File: config.mk
export PLATFORM = sky130hd
export DESIGN_NAME = pwm_multi
export DESIGN_NICKNAME = d
export VERILOG_FILES = /design/src/rtl/pwm_multi.sv
export SDC_FILE = /design/constraint.sdc
export NUM_CORES = 1
export LEC_CHECK = 0
export ABC_AREA = 1
export BUFFER_PORTS_ARGS = -buffer_cell sky130_fd_sc_hd__buf_2
export CORE_MARGIN = 2
export CORE_UTILIZATION = 50
export DETAILED_ROUTE_END_ITERATION = 10
export GPL_TIMING_DRIVEN = 0
export PLACE_DENSITY = 0.77
export SLEW_MARGIN = 30
export SYNTH_ARGS = -nofsm -noshare
export SYNTH_HDL_FRONTEND = slang
export SYNTH_SLANG_ARGS = --single-unit
File: constraint.sdc
create_clock -name SYSCLK -period 6.22 [get_ports SYSCLK]
set_clock_uncertainty 0.15 [all_clocks]
set_input_delay 1.244 -clock SYSCLK [delete_from_list [all_inputs] [get_ports SYSCLK]]
set_output_delay 1.244 -clock SYSCLK [all_outputs]
set_load 0.01 [all_outputs]
File: src/rtl/pwm_multi.sv
// Multi-channel PWM generator with shared prescaler, double-buffered
// duty/period and per-channel output polarity.
module pwm_multi #(
    parameter int unsigned NUM_CH = 4,
    parameter int unsigned CNT_W  = 16,
    parameter int unsigned PRE_W  = 8,
    parameter int unsigned CH_W   = 2
) (
    input  logic              SYSCLK,
    input  logic              NSYSRESET,
    input  logic              enable,
    input  logic [PRE_W-1:0]  prescale,
    input  logic [CNT_W-1:0]  period,
    input  logic [NUM_CH-1:0] pol,
    input  logic              wr_en,
    input  logic [CH_W-1:0]   wr_ch,
    input  logic [CNT_W-1:0]  wr_duty,
    output logic [NUM_CH-1:0] pwm_out,
    output logic              period_start
);

    logic [PRE_W-1:0]  pre_cnt;
    logic [CNT_W-1:0]  cnt;
    logic [CNT_W-1:0]  period_act;
    logic [CNT_W-1:0]  shadow [NUM_CH];
    logic [CNT_W-1:0]  active [NUM_CH];

    logic              tick_c;
    logic              run_c;
    logic              wrap_c;
    logic [NUM_CH-1:0] wr_sel_c;
    logic [NUM_CH-1:0] raw_c;

    // Tick, boundary detect, write decode and raw compare
    always_comb begin
        tick_c   = (pre_cnt == prescale);
        run_c    = (period_act != '0);
        wrap_c   = tick_c && run_c && (cnt == period_act - CNT_W'(1));
        wr_sel_c = '0;
        raw_c    = '0;
        for (int unsigned i = 0; i < NUM_CH; i++) begin
            wr_sel_c[i] = wr_en && (32'(wr_ch) == i);
            raw_c[i]    = run_c && (cnt < active[i]);
        end
    end

    // Prescaler: wraps on tick, naturally wraps at all-ones if prescale drops
    always_ff @(posedge SYSCLK or negedge NSYSRESET) begin
        if (!NSYSRESET) begin
            pre_cnt <= '0;
        end else if (!enable || tick_c) begin
            pre_cnt <= '0;
        end else begin
            pre_cnt <= pre_cnt + PRE_W'(1);
        end
    end

    // Main counter, active period and boundary pulse
    always_ff @(posedge SYSCLK or negedge NSYSRESET) begin
        if (!NSYSRESET) begin
            cnt          <= '0;
            period_act   <= '0;
            period_start <= 1'b0;
        end else if (!enable) begin
            cnt          <= '0;
            period_act   <= period;
            period_start <= 1'b0;
        end else begin
            period_start <= wrap_c;
            if (tick_c) begin
                if (!run_c || wrap_c) begin
                    cnt        <= '0;
                    period_act <= period;
                end else begin
                    cnt <= cnt + CNT_W'(1);
                end
            end
        end
    end

    // Shadow duty registers; out-of-range channels decode to no write
    always_ff @(posedge SYSCLK or negedge NSYSRESET) begin
        if (!NSYSRESET) begin
            for (int unsigned i = 0; i < NUM_CH; i++) shadow[i] <= '0;
        end else begin
            for (int unsigned i = 0; i < NUM_CH; i++) begin
                if (wr_sel_c[i]) shadow[i] <= wr_duty;
            end
        end
    end

    // Active duty: follows shadow while idle, else updates only at the boundary
    always_ff @(posedge SYSCLK or negedge NSYSRESET) begin
        if (!NSYSRESET) begin
            for (int unsigned i = 0; i < NUM_CH; i++) active[i] <= '0;
        end else begin
            for (int unsigned i = 0; i < NUM_CH; i++) begin
                if (!enable) begin
                    active[i] <= shadow[i];
                end else if (wrap_c) begin
                    active[i] <= wr_sel_c[i] ? wr_duty : shadow[i];
                end
            end
        end
    end

    // Registered outputs with polarity applied
    always_ff @(posedge SYSCLK or negedge NSYSRESET) begin
        if (!NSYSRESET) begin
            pwm_out <= '0;
        end else if (!enable) begin
            pwm_out <= pol;
        end else begin
            pwm_out <= raw_c ^ pol;
        end
    end

endmodule

Word-level counts from Yosys, hierarchy flattened
Index checks and enable logic that the tools add are counted.
{"block": "totals", "inputBits": 50, "regBits": 173}
{"block": "classes", "addsub": 3, "n_reduce_logical": 17, "n_mux": 21, "n_lt_le_gt_ge": 4, "eq_ne": 8, "bitwise_logic": 1}
{"cell": "$mux 16", "count": 18}
{"cell": "$lt 16x16->1", "count": 4}
{"cell": "$add 16x1->16 const B", "count": 1}
{"cell": "$eq 16x16->1", "count": 1}
{"cell": "$reduce_bool 16->1", "count": 1}
{"cell": "$sub 16x1->16 const B", "count": 1}
{"cell": "$logic_and 1x1->1", "count": 10}
{"cell": "$add 8x1->8 const B", "count": 1}
{"cell": "$eq 8x8->1", "count": 1}
{"cell": "$mux 8", "count": 1}
{"cell": "$ne 2x1->1 const B", "count": 3}
{"cell": "$eq 2x2->1 const B", "count": 2}
{"cell": "$mux 4", "count": 1}
{"cell": "$xor 4x4->4", "count": 1}
{"cell": "$eq 2x1->1 const B", "count": 1}
{"cell": "$logic_not 1->1", "count": 2}
{"cell": "$logic_not 2->1", "count": 1}
{"cell": "$logic_or 1x1->1", "count": 2}
{"cell": "$reduce_and 2->1", "count": 1}
{"cell": "$mux 1", "count": 1}

Longest topological paths before layout
Gate-level depths: netlist of the first run.
{"block": "logic_depth", "word_depth": 7, "ltp_mapped": 17, "ltp_nobuf": 16}

Least setup slack after synthesis of the first run
OpenSTA, ideal clock, no wires.
{"block": "synth_path", "path_type": "input-to-reg", "startpoint": "in prescale[3]", "endpoint": "reg cnt[10]", "slack_ps": 3575, "path_stages": 13, "arrival_time_ps": 2373, "t_required_ps": 5949, "cell_sequence": "xnor2_1 > nand2_1 > nor2_1 > nand2_1 > nor2_1 > nand2_1 > nor2_1 > nand3_2 > nand3_2 > nand2_2 > inv_2 > buf_2 > nor2_1"}
{"block": "synth_between", "elab_chain_len": 7, "elab_cells_between_ends": 8, "cone_classes": "eq/ne: 2; mux: 3; reduce/logical: 3"}
{"item": "start, declared", "line_no": "12", "rtl": "input logic [PRE_W-1:0] prescale,"}
{"item": "$eq 8x8->1 *", "line_no": "36", "rtl": "tick_c = (pre_cnt == prescale);"}
{"item": "$logic_and 1x1->1 (2 in series)", "line_no": "38", "rtl": "wrap_c = tick_c && run_c && (cnt == period_act - CNT_W'(1));"}
{"item": "$logic_or 1x1->1", "line_no": "71", "rtl": "if (!run_c || wrap_c) begin"}
{"item": "$mux 16", "line_no": "71"}
{"item": "$mux 16", "line_no": "70", "rtl": "if (tick_c) begin"}
{"item": "$mux 16", "line_no": "64", "rtl": "end else if (!enable) begin"}
{"item": "end signal, assigned", "line_no": "75", "rtl": "cnt <= cnt + CNT_W'(1);"}
{"item": "end, declared", "line_no": "23", "rtl": "logic [CNT_W-1:0] cnt;"}
Every way passes the cells marked *; elsewhere a longest branch is shown, timed or not. The select of a mux whose other input is x is not followed.
A chain may end at the register's enable or synchronous reset.

Final worst setup path of the first run
{"block": "layout_path", "startpoint": "in prescale[3]", "endpoint": "reg period_act[13]"}
{"block": "layout_between", "elab_chain_len": 6, "elab_cells_between_ends": 7, "cone_classes": "eq/ne: 3; reduce/logical: 4"}
{"item": "$eq 8x8->1 *", "line_no": "36"}
{"item": "$logic_and 1x1->1 (2 in series)", "line_no": "38"}
{"item": "$logic_or 1x1->1", "line_no": "71"}
{"item": "$ne 2x1->1 (no source line)"}
{"item": "$reduce_and 2->1 (no source line) *"}
{"item": "end signal, assigned", "line_no": "66", "rtl": "period_act <= period;"}
{"item": "end signal, assigned", "line_no": "73", "rtl": "period_act <= period;"}
{"item": "end, declared", "line_no": "24", "rtl": "logic [CNT_W-1:0] period_act;"}
Every way passes the cells marked *; elsewhere a longest branch is shown, timed or not.

==> reports/metrics.csv, run 1 <==
stage,metric,value,unit
placement,port_buffers,54,
drt,drt_first_pass_iters,6,
sta,period_needed,2.85,ns
floorplanning,dieHeight,142,um
sta,fmax,0.350,GHz
clock_network,clk_path_buf_depth,2,
sta,worst_pin_slew,0.709,ns
global_routing,grt_max_degree,77,
global_routing,grt_pass1_wl,40300,um
clock_network,postCtsResizedCells,0,
sta,setup_violations,0,
hold_path,hold_path_end,active[27],
hold_path,min_path_cells,2,
clock_network,clock_sinks,173,
setup_path,cp.arrival,3.07,ns
cells_and_area,antenna_cells,0,
drt,wl,25000,um
drt,avgRoutedWirePerCell,15.9,um
setup_path,worstSetupStartpointType,input pin,
setup_path,cp_max_fo,10,
setup_path,cp-end-kind,register,
yosys,syn_area,9490,um2
cells_and_area,final_common_cell,nand2_1,
cells_and_area,mostFrequentLayoutCells,"nand2_1 (402), inv_1 (173), dfrtp_1 (173)",
setup_path,rrSetupSlack,3.56,ns
cells_and_area,synthToLayoutAreaGrowth,13.2,%
global_routing,grt_overflow,0,
global_routing,antenna_found_initial,0,
floorplanning,fp-row-count,50,
setup_path,critPathRequiredTime,6.43,ns
drt,ant_nets,0,
placement,hpwl,17800,um
setup_path,worstPathCellList,"buf_2, xnor2_1, nand2_1, nor2_1, nand2_1, nand2_1, buf_2, buf_1, nand3_1, nand2_1",
drt,drtIter0Drc,633,
job,cap_violations,0,
hold_path,hold_path.class,register to register,
setup_path,max_stage_delay,0.51,ns
sta,drv_slew,0,
yosys,synth_cells,1250,
yosys,synth.distinct_cells,30,
cells_and_area,fillerInstances,1660,
clock_network,cts_tree,yes,
floorplanning,ios,55,
setup_path,cpMostUsedCell,nand2_1,
drt,dr_wl_met3,1940,um
cells_and_area,utilization,0.577,
power_and_ir_drop,p_leak,0.00576,uW
clock_network,cts_setup_buffers,0,
cells_and_area,seqCellArea,4330,um2
sta,tns,0,ns
cells_and_area,drive_above_1_share,0.0859,
clock_network,cts_made_buffers,17,
sta,timing.final.crit_share,0.459,
floorplanning,initial_core_util,0.509,
yosys,yosysSeqAreaShare,0.456,
hold_path,worstHoldStart,active[27],
power_and_ir_drop,p_per_area,282,nW/um2
yosys,ys_seq_elements,173,
clock_network,cts.clk_slew.worst_paths,0.07,ns
global_routing,grt_usage,0.261,
cells_and_area,multi_input_area,4290,um2
sta,rsz0062_at_grt,no,
setup_path,r2r_start,cnt[5],
sta,relSlewSlack,0.527,
drt,met1Wirelength,10700,um
setup_path,r2r-end,active[41],
outcome,outcome,completed,
placement,gp_congestion,0.879,
cells_and_area,nets,1438,
sta,finalHoldViolCount,0,
clock_network,clock_latency,0.44,ns
clock_network,cts-hold-fix-buffers,0,
floorplanning,die_x,142,um
setup_path,slowest_stage,buf_1,
global_routing,grt_pass1_vias,8003,
clock_network,cts_root_buf,clkbuf_16,
setup_path,crit_type,input pin to register,
yosys,synth_area_per_cell,7.59,um2
drt,highest_layer,met4,
floorplanning,dieArea,20100,um2
drt,vias,8289,
drt,drc_errors,0,
drt,viasPerCell,5.27,
yosys,ys_warn_count,0,
setup_path,r2r_cells,16,
drt,wl_met2,11700,um
power_and_ir_drop,vdd_ir_drop_max,201,uV
yosys,synthesis.nets,1363,
clock_network,htreeDepth,4,
floorplanning,coreArea,18600,um2
-- how the worst max path moves through the flow --
stage / cells past startpoint / slack, ns / startpoint / end
finish: 10 / 3.37 / prescale[3] / period_act[13]
global route: 10 / 3.26 / prescale[2] / period_act[13]
CTS: 10 / 3.39 / prescale[2] / period_act[13]
detailed placement: 10 / 2.95 / prescale[2] / period_act[15]
global placement: 1 / 1.03 / NSYSRESET / active[58]
floorplan: 13 / 3.58 / prescale[3] / cnt[10]
-- flip-flops by register name (all words and copies together) (netlist names) --
name and count:
period_start 1, pwm_out 4, shadow 64, active 64, period_act 16, pre_cnt 8
cnt 16
-- power breakdown --
part	internal (uW)	switching (uW)
logic	188	321
registers	1280	115
clock network	615	514
total	2080	950
-- metrics by stage --
stage | instance area, um2 | setup slack (ns) | total power, uW | cells | hold slack, ns
after floorplan | 9490 | 3.58 | 1730 | 1250 | 0.302
after global placement | 10100 | 1.03 | 1870 | 1538 | 0.314
after detailed placement | 10100 | 2.95 | 1910 | 1540 | 0.319
after CTS | 10800 | 3.39 | 3040 | 1572 | 0.336
after global routing | 10800 | 3.26 | 3190 | 1572 | 0.353
final | 10800 | 3.37 | 3030 | 1572 | 0.334
-- cell type report --
type,count,area share
tap,234,0.0272
multi-input combinational,862,0.399
inverter,176,0.0615
sequential,173,0.403
timing repair buffer,56,0.0312
clock buffer,17,0.0396
buffer,39,0.0197
clock inverter,15,0.0190
-- cell families (layout without fill, tap and decap cells) --
family / after synthesis / after routing / synth area share
and+or+nand+nor: 638 / 638 / 0.273
adders and majority gates: 63 / 63 / 0.0830
AOI/OAI and AO/OA: 140 / 140 / 0.0767
buffers and inverters: 215 / 303 / 0.0919
DFF: 173 / 173 / 0.456
xor gates and xnor gates: 21 / 21 / 0.0194
-- synth_stat cells, drive strengths merged --
master,instances,share of area
nand2,404,0.16
inv,175,0.069
dfrtp,173,0.46
nor2,108,0.043
nand3,106,0.057
a21oi,67,0.035
ha,63,0.083
o21ai,62,0.033
buf,22,0.016
clkbuf,17,0.0067
xor2,11,0.010
xnor2,10,0.0092
nor3,8,0.0042
nand4,7,0.0046
a211oi,4,0.0032
a21o,4,0.0032
nor4,3,0.0020
a21boi,2,0.0016
and2,1,0.00066
clkinv,1,0.00040
nand3b,1,0.00079
o21bai,1,0.00079
-- worst max-delay path: cells and delay by family --
kind                   cells  cell delay [ns]
buffers and inverters      3             0.88
AND/OR/NAND/NOR            6             0.80
XOR/XNOR                   1             0.14
-- layer usage --
metal,vias to the layer above,GRT usage
met5,-,0
met4,0,0.0847
met3,40,0.0604
met2,281,0.430
met1,3893,0.341
li1,4075,-
Power figures use the tool's default switching activity.
==> inputs of run 2 (changes only) <==
PLACE_DENSITY = 0.8   (was 0.77)
clock period = 2.4 ns   (was 6.22 ns; I/O delays follow)
==> reports/metrics.csv, run 2 (synthesized netlist as in run 1, its figures left out) <==
stage,metric,value,unit,change
global_routing,grt_pass1_vias,8138,,+1.7%
sta,timing.final.crit_share,1.04,,
cells_and_area,drive_above_1_share,0.139,,+0.0534
sta,relSlewSlack,0.556,,+0.0288
floorplanning,initial_core_util,0.509,,unchanged
drt,viasPerCell,5.47,,+3.7%
power_and_ir_drop,p_total,8020,uW,+160%
power_and_ir_drop,p_per_area,714,nW/um2,+150%
cells_and_area,utilization,0.603,,+0.0263
global_routing,grt_usage,0.263,,+0.00279
floorplanning,die_x,142,um,unchanged
placement,port_buffers,54,,unchanged
setup_path,critPathRequiredTime,2.56,ns,-3.87 ns
drt,drtIter0Drc,873,,+38%
setup_path,crit_type,register to register,,
global_routing,antenna_found_initial,0,,unchanged
sta,worst_pin_slew,0.666,ns,-0.0431 ns
drt,drc_errors,0,,unchanged
cells_and_area,nets,1449,,+0.76%
setup_path,cpMostUsedCell,nand2_1,,
setup_path,cp-end-kind,register,,
floorplanning,fp-row-count,50,,unchanged
floorplanning,ios,55,,unchanged
clock_network,cts_root_buf,clkbuf_16,,
global_routing,grt_max_degree,88,,+14%
global_routing,grt_pass1_wl,40700,um,+1.1%
cells_and_area,synthToLayoutAreaGrowth,18.4,%,
floorplanning,dieHeight,142,um,unchanged
sta,setup_ws,-0.0902,ns,-3.46 ns
clock_network,clock_latency,0.44,ns,about the same
setup_path,cp.arrival,2.65,ns,-0.42 ns
drt,ant_nets,0,,unchanged
hold_path,hold_path.class,input pin to register,,
sta,period_needed,2.49,ns,
sta,finalHoldViolCount,0,,unchanged
drt,vias,8652,,+4.4%
setup_path,worstPathCellList,"inv_2, buf_4, buf_4, nand2_4, o21ai_2, nand2_1, nor2_1, nand2_1, nor2_1, nand3_4, nand2_1, inv_4, buf_4, nand2_1, nand3_1",,
global_routing,grt_overflow,0,,unchanged
setup_path,worstSetupStartpointType,register,,
cells_and_area,antenna_cells,0,,unchanged
cells_and_area,mostFrequentLayoutCells,"nand2_1 (380), inv_1 (171), dfrtp_1 (167)",,
setup_path,cp_num_buf_inv,5,,+2
clock_network,htreeDepth,4,,unchanged
drt,wl,26400,um,+5.8%
cells_and_area,fillerInstances,1524,,-8.2%
cells_and_area,top_regs,"active: 64 flops, shadow: 64 flops",,
placement,dp_slack,-0.194,ns,-3.14 ns
power_and_ir_drop,p_leak,0.00602,uW,+4.7%
cells_and_area,final_common_cell,nand2_1,,
floorplanning,dieArea,20100,um2,unchanged
sta,fmax,0.402,GHz,
clock_network,clk_path_buf_depth,2,,unchanged
outcome,violations,negative setup slack,,
sta,rsz0062_at_grt,yes,,
outcome,outcome,"finished, violations left",,
setup_path,cp_max_fo,10,,unchanged
clock_network,cts.clk_slew.worst_paths,0.07,ns,about the same
sta,setup_violations,63,,+63
sta,hold_ws,0.120,ns,-0.214 ns
setup_path,max_stage_delay,0.42,ns,-0.09 ns
cells_and_area,multi_input_area,4540,um2,+5.8%
clock_network,cts_made_buffers,17,,unchanged
clock_network,cts_tree,yes,,
drt,avgRoutedWirePerCell,16.7,um,+5.1%
placement,gp_congestion,0.885,,+0.69%
sta,drv_slew,0,,unchanged
power_and_ir_drop,vdd_ir_drop_max,506,uV,+150%
setup_path,slowest_stage,dfrtp_1,,
setup_path,cpLargestDelayFamily,simple AND/OR/NAND/NOR gates,,
drt,drt_first_pass_iters,6,,unchanged
placement,hpwl,17700,um,-0.98%
floorplanning,coreArea,18600,um2,unchanged
clock_network,clock_sinks,173,,unchanged
job,cap_violations,0,,unchanged
cells_and_area,seqCellArea,4340,um2,+0.17%
==> run 2: changes by cell type in the layout (fill, tap and decap cells not counted), moves of 5 or more <==
| cell | before | now |
|---|---|---|
| nand2_1 | 402 | 380 |
| nand3_1 | 104 | 82 |
| nand3_2 | 2 | 23 |
| nand2_2 | 2 | 19 |
| buf_4 | 2 | 13 |
| buf_2 | 63 | 54 |
| dfrtp_1 | 173 | 167 |
| dfrtp_2 | 0 | 6 |
| nor2_1 | 105 | 99 |
| buf_8 | 1 | 6 |
| nand2_4 | 0 | 5 |
==> run 2: layout make-up <==
type | instances | share of cell area
multi-input cells | 862 | 0.404
flip-flops and latches | 173 | 0.386
inverters | 176 | 0.0593
repair buffers | 68 | 0.0449
clock buffers | 18 | 0.0391
well taps | 234 | 0.0260
plain buffers | 38 | 0.0238
clock inverters | 14 | 0.0171
==> run 2: report_power, final <==
group,internal [uW],switching [uW],leakage (uW)
combinational,532,905,0.00352
clock,1630,1340,0.000311
sequential,3310,310,0.00219
total,5470,2550,0.00602
==> run 2: tightest hold or removal path: cells and delay by family <==
kind	cells	cell delay, ns
simple gates	2	0.12
buf+inv	1	0.08
==> run 2: worst paths after layout <==
check                         startpoint             to  slack (ns)  cells after the start
setup / recovery           period_act[0]     active[30]       -0.09                     15
hold / removal                 period[9]  period_act[9]        0.12                      3
setup reg to reg           period_act[0]     active[30]       -0.09                     15
hold reg to reg               active[24]     active[24]        0.34                      2
max in group asynchronous      NSYSRESET     shadow[52]        0.98                      3
min in group asynchronous      NSYSRESET     pre_cnt[3]        0.38                      2
==> run 2: through the flow <==
step           instances  instance area (um2)  setup TNS, ns
2_1_floorplan       1250                 9490              0
3_3_place_gp        1538                10100        -362.13
3_5_place_dp        1540                10100         -14.88
4_1_cts             1579                10900        -0.0234
5_1_grt             1583                11200         -14.07
6_report            1583                11200          -1.92
==> run 2: metal layers <==
metal,vias up,global-route usage,part of all wire
li1,4100,-,-
met1,4083,0.334,0.40
met2,365,0.434,0.47
met3,104,0.0621,0.083
met4,0,0.113,0.048
met5,-,0,0
==> run 2: timing repair <==
item,4_1_cts,5_1_grt
resized for setup,27,69
endpoints found under the hold margin,40,0
cloned,2,3
hold buffers,1,0
setup buffers,5,2
setup endpoints to repair,86,100
pin swaps,9,18
==> inputs of run 3 (changes only) <==
ABC_AREA = default   (was 1)
CELL_PAD_IN_SITES_DETAIL_PLACEMENT = 1   (was default)
CELL_PAD_IN_SITES_GLOBAL_PLACEMENT = 2   (was default)
CORE_UTILIZATION = 37   (was 50)
PLACE_DENSITY = 0.87   (was 0.8)
==> reports/metrics.csv, run 3 <==
stage,metric,value,unit,change
floorplanning,coreArea,25100,um2,+35%
yosys,synth_edf_count,0,,unchanged
global_routing,grt_pass1_wl,42900,um,+5.4%
setup_path,cpMostUsedCell,buf_6,,
drt,vias,7064,,-18%
drt,wl,27100,um,+2.7%
yosys,synth_fa_ha_area_frac,0.0835,,+0.000440
floorplanning,dieArea,26800,um2,+33%
yosys,synth.distinct_cells,54,,+80%
floorplanning,dieHeight,164,um,+15%
sta,fmax,0.309,GHz,-23%
cells_and_area,fillerInstances,2791,,+83%
clock_network,htreeDepth,4,,unchanged
yosys,synth_area_per_cell,10.6,um2,+39%
power_and_ir_drop,vdd_ir_drop_max,386,uV,-24%
sta,rsz0062_at_grt,yes,,
yosys,ys_seq_elements,173,,unchanged
cells_and_area,final_common_cell,dfrtp_1,,
setup_path,critPathRequiredTime,2.61,ns,+0.05 ns
placement,port_buffers,54,,unchanged
clock_network,cts_made_buffers,17,,unchanged
clock_network,clock_sinks,173,,unchanged
sta,period_needed,3.23,ns,+0.742 ns
sta,relSlewSlack,0.497,,-0.0595
yosys,synth_top_family_by_area,multiplexers,,
cells_and_area,mostFrequentLayoutCells,"dfrtp_1 (172), inv_1 (77), nand2_1 (74)",,
cells_and_area,antenna_cells,0,,unchanged
power_and_ir_drop,intPower,5630,uW,+2.9%
sta,drv_slew,0,,unchanged
cells_and_area,nets,1108,,-24%
drt,drt_first_pass_iters,4,,-2
yosys,synth-xor-area-share,0.0454,,+0.0261
setup_path,cp_max_fo,5,,-5
outcome,violations,negative setup slack,,
setup_path,worstSetupStartpointType,register,,
sta,tns,-71.09,ns,-69.18 ns
placement,gp_congestion,0.790,,-11%
yosys,synth_ff_type,dfrtp_1,,
job,cap_violations,0,,unchanged
hold_path,hold_path.class,input pin to register,,
yosys,synth_compound_area_frac,0.0979,,+0.0212
yosys,synthesis.nets,1008,,-26%
yosys,yosys.area.top_type_share,0.458,,+0.00242
yosys,synth_area_leaders,"dfrtp_1 (46%), mux2_2 (9.1%), ha_1 (8.3%), mux2i_1 (7.1%), inv_1 (3.1%)",,
clock_network,clock_latency,0.44,ns,about the same
setup_path,crit_type,register to register,,
power_and_ir_drop,p_per_area,710,nW/um2,-0.53%
yosys,synth_cells,895,,-28%
placement,hpwl,18400,um,+4.2%
yosys,synth-simple-area-share,0.101,,-0.172
yosys,yosysSeqAreaShare,0.458,,+0.00242
sta,timing.final.crit_share,1.35,,+0.309
yosys,muxShareOfSynthArea,0.162,,+0.162
cells_and_area,utilization,0.458,,-0.145
floorplanning,fp-row-count,58,,+16%
power_and_ir_drop,seq_power_share,0.449,,-0.002
drt,drc_errors,0,,unchanged
yosys,synth_top_cell_by_area,dfrtp_1,,
placement,dp_slack,-1.03,ns,-0.836 ns
global_routing,grt_overflow,0,,unchanged
setup_path,cp_num_buf_inv,6,,+1
setup_path,cpLargestDelayFamily,simple AND/OR/NAND/NOR gates,,
yosys,ys_warn_count,0,,unchanged
yosys,yosys.cell_count.top_type,dfrtp_1,,
cells_and_area,synthToLayoutAreaGrowth,21.8,%,
yosys,synthArstFlopShare,1.00,,unchanged
clock_network,clk_path_buf_depth,2,,unchanged
sta,setup_violations,101,,+60%
cells_and_area,fin_cells,1338,,-15%
clock_network,cts_tree,yes,,
global_routing,grt_max_degree,84,,-4.5%
power_and_ir_drop,switching_power,2540,uW,-0.46%
drt,drtIter0Drc,294,,-66%
power_and_ir_drop,swShare,0.311,,-0.00707
global_routing,antenna_found_initial,0,,unchanged
floorplanning,initial_core_util,0.376,,-0.133
floorplanning,ios,55,,unchanged
clock_network,cts.clk_slew.worst_paths,0.07,ns,about the same
sta,finalHoldViolCount,0,,unchanged
outcome,outcome,"finished, violations left",,
setup_path,slowest_stage,or4b_4,,
yosys,syn_area,9440,um2,-0.53%
power_and_ir_drop,p_comb_frac,0.198,,+0.019
global_routing,grt_usage,0.210,,-0.0533
setup_path,worstPathCellList,"inv_2, ha_4, or4b_4, nor3b_4, buf_4, nand3_1, and2_1, nand4_1, nor3_4, buf_6, o21a_4, buf_6, buf_12, buf_8, nor2_1",,
setup_path,cp-end-kind,register,,
power_and_ir_drop,clkPwrFrac,0.353,,-0.017
setup_path,cp.arrival,3.44,ns,+0.79 ns
placement,placed_cells,1281,,-17%
sta,worst_pin_slew,0.755,ns,+0.0892 ns
drt,ant_nets,0,,unchanged
sta,hold_ws,0.0603,ns,-0.0595 ns
setup_path,max_stage_delay,0.54,ns,+0.12 ns
clock_network,cts_root_buf,clkbuf_16,,
drt,avgRoutedWirePerCell,20.3,um,+22%
floorplanning,die_x,164,um,+15%
drt,viasPerCell,5.28,,-3.4%
cells_and_area,top_regs,"active: 64 flops, shadow: 64 flops",,
yosys,synthTopCellsByCount,"dfrtp_1 (173), inv_1 (79), mux2_2 (76), nand2_1 (76), mux2i_1 (67)",,
sta,setup_ws,-0.832,ns,-0.742 ns
cells_and_area,drive_above_1_share,0.244,,+0.105
global_routing,grt_pass1_vias,7793,,-4.2%
power_and_ir_drop,p_leak,0.00517,uW,-14%
run 3: timing repair:
item | CTS | global route
hold buffers | 1 | 0
gates cloned | 5 | 1
hold endpoints to repair | 22 | 0
pin swaps | 15 | 5
resized for setup | 73 | 28
setup endpoints to repair | 101 | 101
setup buffers | 16 | 4
run 3: path summary, 6_finish.rpt:
kind / depth (start not counted) / endpoint / slack (ns) / start
worst max-delay path: 15 / cnt[10] / -0.83 / period_act[1]
worst min-delay path: 2 / pwm_out[0] / 0.06 / pol[0]
worst max register to register: 15 / cnt[10] / -0.83 / period_act[1]
worst min register to register: 2 / active[17] / 0.34 / shadow[17]
max in group asynchronous: 3 / active[3] / 1.10 / NSYSRESET
min in group asynchronous: 2 / active[24] / 0.30 / NSYSRESET
run 3: layer usage:
layer	track usage	vias to the layer above	wire [um]
li1	-	3311	-
met1	0.271	3598	12400
met2	0.357	127	13400
met3	0.0447	28	916
met4	0.0586	0	372
met5	0	-	0
run 3: layout make-up:
type	instances	area, um2	share of cell area
plain buffers	36	289	0.0251
clock buffers	18	439	0.0382
clock inverters	14	168	0.0146
inverters	79	297	0.0258
multi-input cells	605	4860	0.422
flip-flops and latches	173	4330	0.376
well taps	330	413	0.0359
repair buffers	83	712	0.0619
run 3: cell families after synthesis:
| group | count (synthesis) |
|---|---|
| multiplexers | 143 |
| XOR/XNOR | 49 |
| flip-flops | 173 |
| AO/OA/AOI/OAI | 160 |
| buffers and inverters | 117 |
| AND/OR/NAND/NOR | 190 |
| adder cells (fa/ha/maj) | 63 |
run 3: power groups by stage:
stage / Combinational, uW / Clock, uW / Sequential, uW
floorplan: 1010 / 0 / 3610
global placement: 1370 / 0 / 3680
detailed placement: 1450 / 0 / 3700
CTS: 1580 / 2940 / 3660
global route: 1810 / 3070 / 3730
finish: 1620 / 2880 / 3670
run 3: metrics by stage:
step | total power [uW] | cell area, um2
6_report | 8170 | 11500
5_1_grt | 8610 | 11500
4_1_cts | 8170 | 11400
3_5_place_dp | 5160 | 10200
3_3_place_gp | 5050 | 10200
2_1_floorplan | 4620 | 9480
